## config.mk

```make
export PLATFORM = sky130hd
export DESIGN_NAME = wb_arbiter_flat
export DESIGN_NICKNAME = d
export VERILOG_FILES = /design/src/rtl/wb_pkg.sv /design/src/rtl/wb_arbiter_if.sv /design/src/rtl/rr_arbiter.sv /design/src/rtl/wb_arbiter.sv /design/src/flat_wrapper.sv
export SDC_FILE = /design/constraint.sdc
export NUM_CORES = 1
export LEC_CHECK = 0
export ABC_AREA = 0
export ABC_CLOCK_PERIOD_IN_PS = 8050
export CORE_MARGIN = 3
export CORE_UTILIZATION = 30
export DETAILED_ROUTE_END_ITERATION = 10
export PLACE_DENSITY = 0.72
export SLEW_MARGIN = 20
export SYNTH_ARGS = -nofsm -noshare
export SYNTH_HDL_FRONTEND = slang
export SYNTH_HIERARCHICAL = 1
export SYNTH_SLANG_ARGS = --single-unit
export TNS_END_PERCENT = 1
```

## constraint.sdc

```tcl
create_clock -name clk -period 8.05 [get_ports clk]
set_clock_uncertainty 0.1 [all_clocks]
set_input_delay 2.415 -clock clk [delete_from_list [all_inputs] [get_ports clk]]
set_output_delay 2.415 -clock clk [all_outputs]
set_load 0.01 [all_outputs]
```

## src/rtl/wb_pkg.sv

```systemverilog
// Shared constants and helpers for the writeback arbiter and its scoreboard.
package wb_pkg;

  localparam int unsigned XLEN      = 64;
  localparam int unsigned REG_W     = 5;
  localparam int unsigned N_SRC_MAX = 4;
  localparam int unsigned NREGS     = 32;
  localparam int unsigned IDX_W     = $clog2(N_SRC_MAX);

  // OR-reduction of bit positions; exact for one-hot input, zero for no bits set.
  function automatic logic [IDX_W-1:0] onehot_to_idx(input logic [N_SRC_MAX-1:0] oh);
    logic [IDX_W-1:0] idx;
    idx = '0;
    for (int i = 0; i < int'(N_SRC_MAX); i++) begin
      if (oh[i]) idx = idx | IDX_W'(i);
    end
    return idx;
  endfunction

endpackage

```

## src/rtl/wb_arbiter_if.sv

```systemverilog
// Writeback bus bundle: requester handshakes, register-file write port and scoreboard view.
interface wb_arbiter_if #(
  parameter int unsigned N_SRC = 3,
  parameter int unsigned XLEN  = wb_pkg::XLEN,
  parameter int unsigned REG_W = wb_pkg::REG_W
);
  import wb_pkg::*;

  logic [N_SRC-1:0]       req_v;
  logic [REG_W*N_SRC-1:0] req_rd;
  logic [XLEN*N_SRC-1:0]  req_d;
  logic [N_SRC-1:0]       req_rdy;
  logic [XLEN-1:0]        rf_d;
  logic [REG_W-1:0]       rf_rd;
  logic                   rf_wr;
  logic                   iss_v;
  logic [REG_W-1:0]       iss_rd;
  logic [REG_W-1:0]       chk_rs1;
  logic [REG_W-1:0]       chk_rs2;
  logic                   hazard;
  logic                   flush;
  logic [NREGS-1:0]       busy;

  modport slave (
    input  req_v, req_rd, req_d, iss_v, iss_rd, chk_rs1, chk_rs2, flush,
    output req_rdy, rf_d, rf_rd, rf_wr, hazard, busy
  );

  modport master (
    output req_v, req_rd, req_d, iss_v, iss_rd, chk_rs1, chk_rs2, flush,
    input  req_rdy, rf_d, rf_rd, rf_wr, hazard, busy
  );

endinterface

```

## src/rtl/rr_arbiter.sv

```systemverilog
// Round-robin arbiter: grants the first request at or after the pointer, wrapping upward.
module rr_arbiter
  import wb_pkg::*;
#(
  parameter int unsigned N = 3
) (
  input  logic         clk,
  input  logic         rst,
  input  logic [N-1:0] req_i,
  output logic [N-1:0] gnt_o
);

  localparam int unsigned PtrW = (N > 1) ? $clog2(N) : 1;

  logic [PtrW-1:0] ptr_q, ptr_d;
  logic [PtrW:0]   sum;
  logic [PtrW-1:0] idx;
  logic            found;

  always_comb begin
    gnt_o = '0;
    ptr_d = ptr_q;
    sum   = '0;
    idx   = '0;
    found = 1'b0;
    // No grants while reset is held, so requesters cannot complete a handshake.
    if (!rst) begin
      for (int unsigned i = 0; i < N; i++) begin
        sum = {1'b0, ptr_q} + (PtrW+1)'(i);
        if (sum >= (PtrW+1)'(N)) sum = sum - (PtrW+1)'(N);
        idx = sum[PtrW-1:0];
        if (!found && req_i[idx]) begin
          found      = 1'b1;
          gnt_o[idx] = 1'b1;
          ptr_d      = (idx == PtrW'(N - 1)) ? '0 : idx + 1'b1;
        end
      end
    end
  end

  always_ff @(posedge clk or posedge rst) begin
    if (rst) ptr_q <= '0;
    else     ptr_q <= ptr_d;
  end

endmodule

```

## src/rtl/wb_arbiter.sv

```systemverilog
// Writeback arbiter: shares the register-file write port among N_SRC producers and keeps
// the pending-destination scoreboard used for RAW stalls.
module wb_arbiter #(
  parameter int unsigned N_SRC = 3,
  parameter int unsigned XLEN  = wb_pkg::XLEN,
  parameter int unsigned REG_W = wb_pkg::REG_W
) (
  input logic        clk,
  input logic        rst,
  wb_arbiter_if.slave bus
);
  import wb_pkg::*;

  localparam int unsigned IdxW = (N_SRC > 1) ? $clog2(N_SRC) : 1;

  logic [N_SRC-1:0] gnt;
  logic [IdxW-1:0]  gnt_idx;
  logic [XLEN-1:0]  src_d  [N_SRC];
  logic [REG_W-1:0] src_rd [N_SRC];

  logic [XLEN-1:0]  rf_d_q, rf_d_d;
  logic [REG_W-1:0] rf_rd_q, rf_rd_d;
  logic             rf_wr_q, rf_wr_d;
  logic [NREGS-1:0] busy_q, busy_d;

  rr_arbiter #(
    .N (N_SRC)
  ) u_rr (
    .clk   (clk),
    .rst   (rst),
    .req_i (bus.req_v),
    .gnt_o (gnt)
  );

  for (genvar n = 0; n < int'(N_SRC); n++) begin : g_src
    assign src_d[n]  = bus.req_d[XLEN*n +: XLEN];
    assign src_rd[n] = bus.req_rd[REG_W*n +: REG_W];
  end

  assign gnt_idx = IdxW'(onehot_to_idx(N_SRC_MAX'(gnt)));

  always_comb begin
    rf_d_d  = rf_d_q;
    rf_rd_d = rf_rd_q;
    rf_wr_d = 1'b0;
    if (|gnt) begin
      rf_d_d  = src_d[gnt_idx];
      rf_rd_d = src_rd[gnt_idx];
      // Writes to x0 complete the handshake but never reach the register file.
      rf_wr_d = (src_rd[gnt_idx] != '0);
    end
  end

  always_comb begin
    busy_d = busy_q;
    if (rf_wr_q && rf_rd_q != '0) busy_d[rf_rd_q] = 1'b0;
    // Set after clear: a newly issued producer owns the register over the retiring one.
    if (bus.iss_v && bus.iss_rd != '0) busy_d[bus.iss_rd] = 1'b1;
    if (bus.flush) busy_d = '0;
    busy_d[0] = 1'b0;
  end

  always_ff @(posedge clk or posedge rst) begin
    if (rst) begin
      rf_d_q  <= '0;
      rf_rd_q <= '0;
      rf_wr_q <= 1'b0;
      busy_q  <= '0;
    end else begin
      rf_d_q  <= rf_d_d;
      rf_rd_q <= rf_rd_d;
      rf_wr_q <= rf_wr_d;
      busy_q  <= busy_d;
    end
  end

  assign bus.req_rdy = gnt;
  assign bus.rf_d    = rf_d_q;
  assign bus.rf_rd   = rf_rd_q;
  assign bus.rf_wr   = rf_wr_q;
  assign bus.busy    = busy_q;
  assign bus.hazard  = busy_q[bus.chk_rs1] | busy_q[bus.chk_rs2];

endmodule

```

## src/flat_wrapper.sv

```systemverilog
// flat-port wrapper written by rule: the top's interface ports become plain ports
module wb_arbiter_flat import wb_pkg::*;
#(
  parameter int unsigned N_SRC = 3,
  parameter int unsigned XLEN  = wb_pkg::XLEN,
  parameter int unsigned REG_W = wb_pkg::REG_W
)
  (clk, rst, bus_req_v, bus_req_rd, bus_req_d, bus_iss_v, bus_iss_rd, bus_chk_rs1, bus_chk_rs2, bus_flush, bus_req_rdy, bus_rf_d, bus_rf_rd, bus_rf_wr, bus_hazard, bus_busy);
  wb_arbiter_if #(.N_SRC(N_SRC), .XLEN(XLEN), .REG_W(REG_W)) bus_i ();
  input logic clk;
  input logic rst;
  input wire logic [$bits(bus_i.req_v)-1:0] bus_req_v;
  input wire logic [$bits(bus_i.req_rd)-1:0] bus_req_rd;
  input wire logic [$bits(bus_i.req_d)-1:0] bus_req_d;
  input wire logic [$bits(bus_i.iss_v)-1:0] bus_iss_v;
  input wire logic [$bits(bus_i.iss_rd)-1:0] bus_iss_rd;
  input wire logic [$bits(bus_i.chk_rs1)-1:0] bus_chk_rs1;
  input wire logic [$bits(bus_i.chk_rs2)-1:0] bus_chk_rs2;
  input wire logic [$bits(bus_i.flush)-1:0] bus_flush;
  output wire logic [$bits(bus_i.req_rdy)-1:0] bus_req_rdy;
  output wire logic [$bits(bus_i.rf_d)-1:0] bus_rf_d;
  output wire logic [$bits(bus_i.rf_rd)-1:0] bus_rf_rd;
  output wire logic [$bits(bus_i.rf_wr)-1:0] bus_rf_wr;
  output wire logic [$bits(bus_i.hazard)-1:0] bus_hazard;
  output wire logic [$bits(bus_i.busy)-1:0] bus_busy;
  assign bus_i.req_v = bus_req_v;
  assign bus_i.req_rd = bus_req_rd;
  assign bus_i.req_d = bus_req_d;
  assign bus_i.iss_v = bus_iss_v;
  assign bus_i.iss_rd = bus_iss_rd;
  assign bus_i.chk_rs1 = bus_chk_rs1;
  assign bus_i.chk_rs2 = bus_chk_rs2;
  assign bus_i.flush = bus_flush;
  assign bus_req_rdy = bus_i.req_rdy;
  assign bus_rf_d = bus_i.rf_d;
  assign bus_rf_rd = bus_i.rf_rd;
  assign bus_rf_wr = bus_i.rf_wr;
  assign bus_hazard = bus_i.hazard;
  assign bus_busy = bus_i.busy;
  wb_arbiter #(.N_SRC(N_SRC), .XLEN(XLEN), .REG_W(REG_W)) u_core (.clk(clk), .rst(rst), .bus(bus_i));
endmodule
```

==> flow_metrics.tcl <==
set metrics [dict create \
    setup_tns_ps 0 \
    use_met3_pct 5.66 \
    numCtsBuffers 9 \
    clk_pin_slew_ps 70 \
    max_slew.worst_pin.slew_ps 895 \
    dr_total_vias 6573 \
    io_pins 335 \
    worst-path-stages 6 \
    hp-class "register to register" \
    cts_htree_levels 3 \
    cts_root_buf "clkbuf_16" \
    drt-initial-drc-count 422 \
    syn-cell-area_sq_mm 0.00624 \
    synth-seq-cells 103 \
    switching_power_w 0.00132 \
    die_h_um 150 \
    cts.sinks 103 \
    nNetsFinal 1252 \
    drive_above_1_share_pct 4.69 \
    power.internal_w 0.00185 \
    num_rows 52 \
    start_util_pct 30.7 \
    max-slew-margin-rel_pct 40.3 \
    rsz0062_at_grt "false" \
    gp_congestion 0.910 \
    syn_avg_cell_area_sq_um 8.68 \
    max-vdd-ir-drop_uv 174 \
    status "complete, no violations" \
    crit_type "primary input to primary output" \
    period_share_pct 90.0 \
    cp_data_required_time_ps 5540 \
    core_sq_mm 0.0204 \
    r2r-start "u_core/u_rr/ptr_q[0]$_DFFE_PP0P_" \
    critPathMaxStageDelay_ps 630 \
    dr.pass1.iters 4 \
    port-buffer-count 333 \
    clock_latency_ps 340 \
    maxCapViolCount 0 \
    cp.buffers_inverters 2 \
    antenna_found_initial 0 \
    synth_warnings 6 \
    synth_nets 952 \
    grt_use_met2_pct 33.8 \
    first_global_vias 6422 \
    cp.arrival_ps 4730 \
    cpMaxStageDelayCell "clkdlybuf4s50_1" \
    post_cts_buffers 0 \
    cts_tree "yes" \
    post-dp-hpwl_um 17700 \
    fin_util_pct 49.3 \
    sw_frac_of_total_pct 41.7 \
    cp_cell_sequence "clkdlybuf4s50_1 -> mux4_1 -> mux2_2 -> a31oi_1 -> o2111ai_1 -> clkdlybuf4s50_1" \
    die_w_um 150 \
    grt_pass1_wl_um 35400 \
    reg2reg_depth 12 \
    crit_family "buffers and inverters" \
    setup_viol 0 \
    max_freq_ghz 0.138 \
    power.share.clock_pct 13.1 \
    min_from "u_core/bus.busy[4]$_DFF_PP0_" \
    busiest_layer "met2" \
    synthToLayoutAreaGrowth_pct 60.8 \
    grt_start_max_net_pins 86 \
    cts_hold_buf 0 \
    critPathMaxFanout 5 \
    startpoint_type "primary input" \
    grt-ovfl-total 0 \
    dieArea_sq_mm 0.0226 \
    crit_top_cell "clkdlybuf4s50_1" \
    met1_usage_pct 24.4 \
    drc 0 \
    critPathCaptureType "primary output" \
    maxSlewViolCount 0 \
    synth_cells 719 \
    yosysSeqAreaShare_pct 41.3 \
    via_per_inst 5.08 \
    seqPwrFrac_pct 26.7 \
    p_leak_nw 3.87 \
    synthArstFlopShare_pct 100 \
    min_path_cells 2 \
    clk_path_buf_depth 2 \
    ant_nets 0 \
    wirelength_um 23800 \
    track_usage_pct 19.9 \
    powerDensity_mw_per_mm2 316 \
    synth_cell_types 51 \
    fin_hold_ws_ps 481 \
    cts-resized-gates 0 \
    hold_violations 0 \
    combPwrFrac_pct 60.2 \
    synthFlopType "dfrtp_1" \
    synth_edf_count 0 \
    crit_start "bus_chk_rs2[0]" \
    wl_per_cell_um 18.3 \
    fin_crit_ps 7250 \
]
power groups by stage:
stage               Sequential, W  Clock, W  Combinational, W
detailed placement       0.000854         0           0.00191
CTS                      0.000847  0.000429           0.00192
global placement         0.000847         0           0.00189
floorplan                0.000907         0           0.00108
finish                   0.000846  0.000415           0.00191
global route             0.000873  0.000444           0.00209
worst reg2reg max path: cells and delay by family, from the launching register on:
family,cells,cell delay [ps]
flip-flops,1,400
multiplexers,2,440
AND/OR/NAND/NOR,2,470
AO/OA/AOI/OAI,3,620
buffers and inverters,4,1770
adder cells (fa/ha/maj),1,480
cell usage in the layout (no fill, tap or decap), drive strengths merged, types with 8 or more instances in the layout:
cell type / Yosys / routed
mux2i: 77 / 77
a21oi: 105 / 105
mux4: 14 / 14
clkbuf: 29 / 12
inv: 8 / 9
dfrtp: 103 / 103
nor2: 77 / 77
nand2: 109 / 109
nand3: 8 / 8
nand3b: 8 / 8
clkdlybuf4s50: 0 / 332
buf: 22 / 8
o21ai: 105 / 105
flip-flops by register name (all words and copies together) (netlist names):
name / flops
u_core/bus.rf_rd: 5
u_core/u_rr/ptr_q: 2
u_core/bus.busy: 31
u_core/bus.rf_d: 64
u_core/bus.rf_wr: 1
stage by stage:
step / power [W] / instance area (sq um) / instances / setup WS (ps)
floorplan: 0.00198 / 6240 / 719 / 1930
global placement: 0.00274 / 9770 / 1278 / 848
detailed placement: 0.00277 / 9770 / 1278 / 847
CTS: 0.00320 / 10000 / 1294 / 843
global route: 0.00341 / 10000 / 1294 / 751
finish: 0.00317 / 10000 / 1295 / 803
synthesized netlist by cell type, drive strengths merged (2+ instances only):
cell type,instances,area [sq um]
inv,8,30.0
and3,2,12.5
nand3,8,40.0
o22ai,3,25.0
nand3b,8,60.1
nor2b,5,31.3
nor3b,2,15.0
o21ai,105,537
nand2,109,409
nand2b,3,26.3
and3b,2,17.5
dfrtp,103,2580
a21oi,105,526
mux4,14,327
mux2i,77,771
a31oi,2,12.5
clkbuf,29,110
and2,3,18.8
nor3,3,20.0
buf,22,123
or3,3,23.8
mux2,6,67.6
nor2,77,289
ha,4,50.1
path summary, 6_finish.rpt:
kind                       slack, ps                          endpoint
max                              800                        bus_hazard
min                              480      u_core/bus.busy[4]$_DFF_PP0_
max reg2reg                     3650   u_core/bus.rf_rd[4]$_DFFE_PP0P_
min reg2reg                      480      u_core/bus.busy[4]$_DFF_PP0_
max in group asynchronous       4010   u_core/bus.rf_d[13]$_DFFE_PP0P_
min in group asynchronous       2460  u_core/u_rr/ptr_q[1]$_DFFE_PP0P_
layout make-up:
type	instances	area [sq um]
Antenna cell	1	2.50
Clock buffer	12	236
Clock inverter	4	31.3
Fill cell	1914	10300
Inverter	8	32.5
Multi-Input combinational cell	557	3440
Sequential cell	103	2580
Tap cell	270	338
Timing Repair Buffer	340	3380
routing by layer:
metal / routed length (um) / part of all wire, % / vias to the layer above
li1: - / - / 3139
met1: 9380 / 39 / 3096
met2: 11900 / 50 / 308
met3: 2030 / 8.5 / 30
met4: 480 / 2.0 / 0
met5: 0 / 0 / -
cell families (layout without fill, tap and decap cells):
kind of cell / after synthesis / in the layout / synth area share (%)
other: 1 / 2 / 0.0601
multiplexers: 97 / 97 / 18.7
adder cells (fa/ha/maj): 4 / 4 / 0.802
flip-flops: 103 / 103 / 41.3
AND/OR/NAND/NOR: 230 / 230 / 16.0
AO/OA/AOI/OAI: 225 / 225 / 18.9
buffers and inverters: 59 / 364 / 4.21
(Power assumes the default switching activity.)
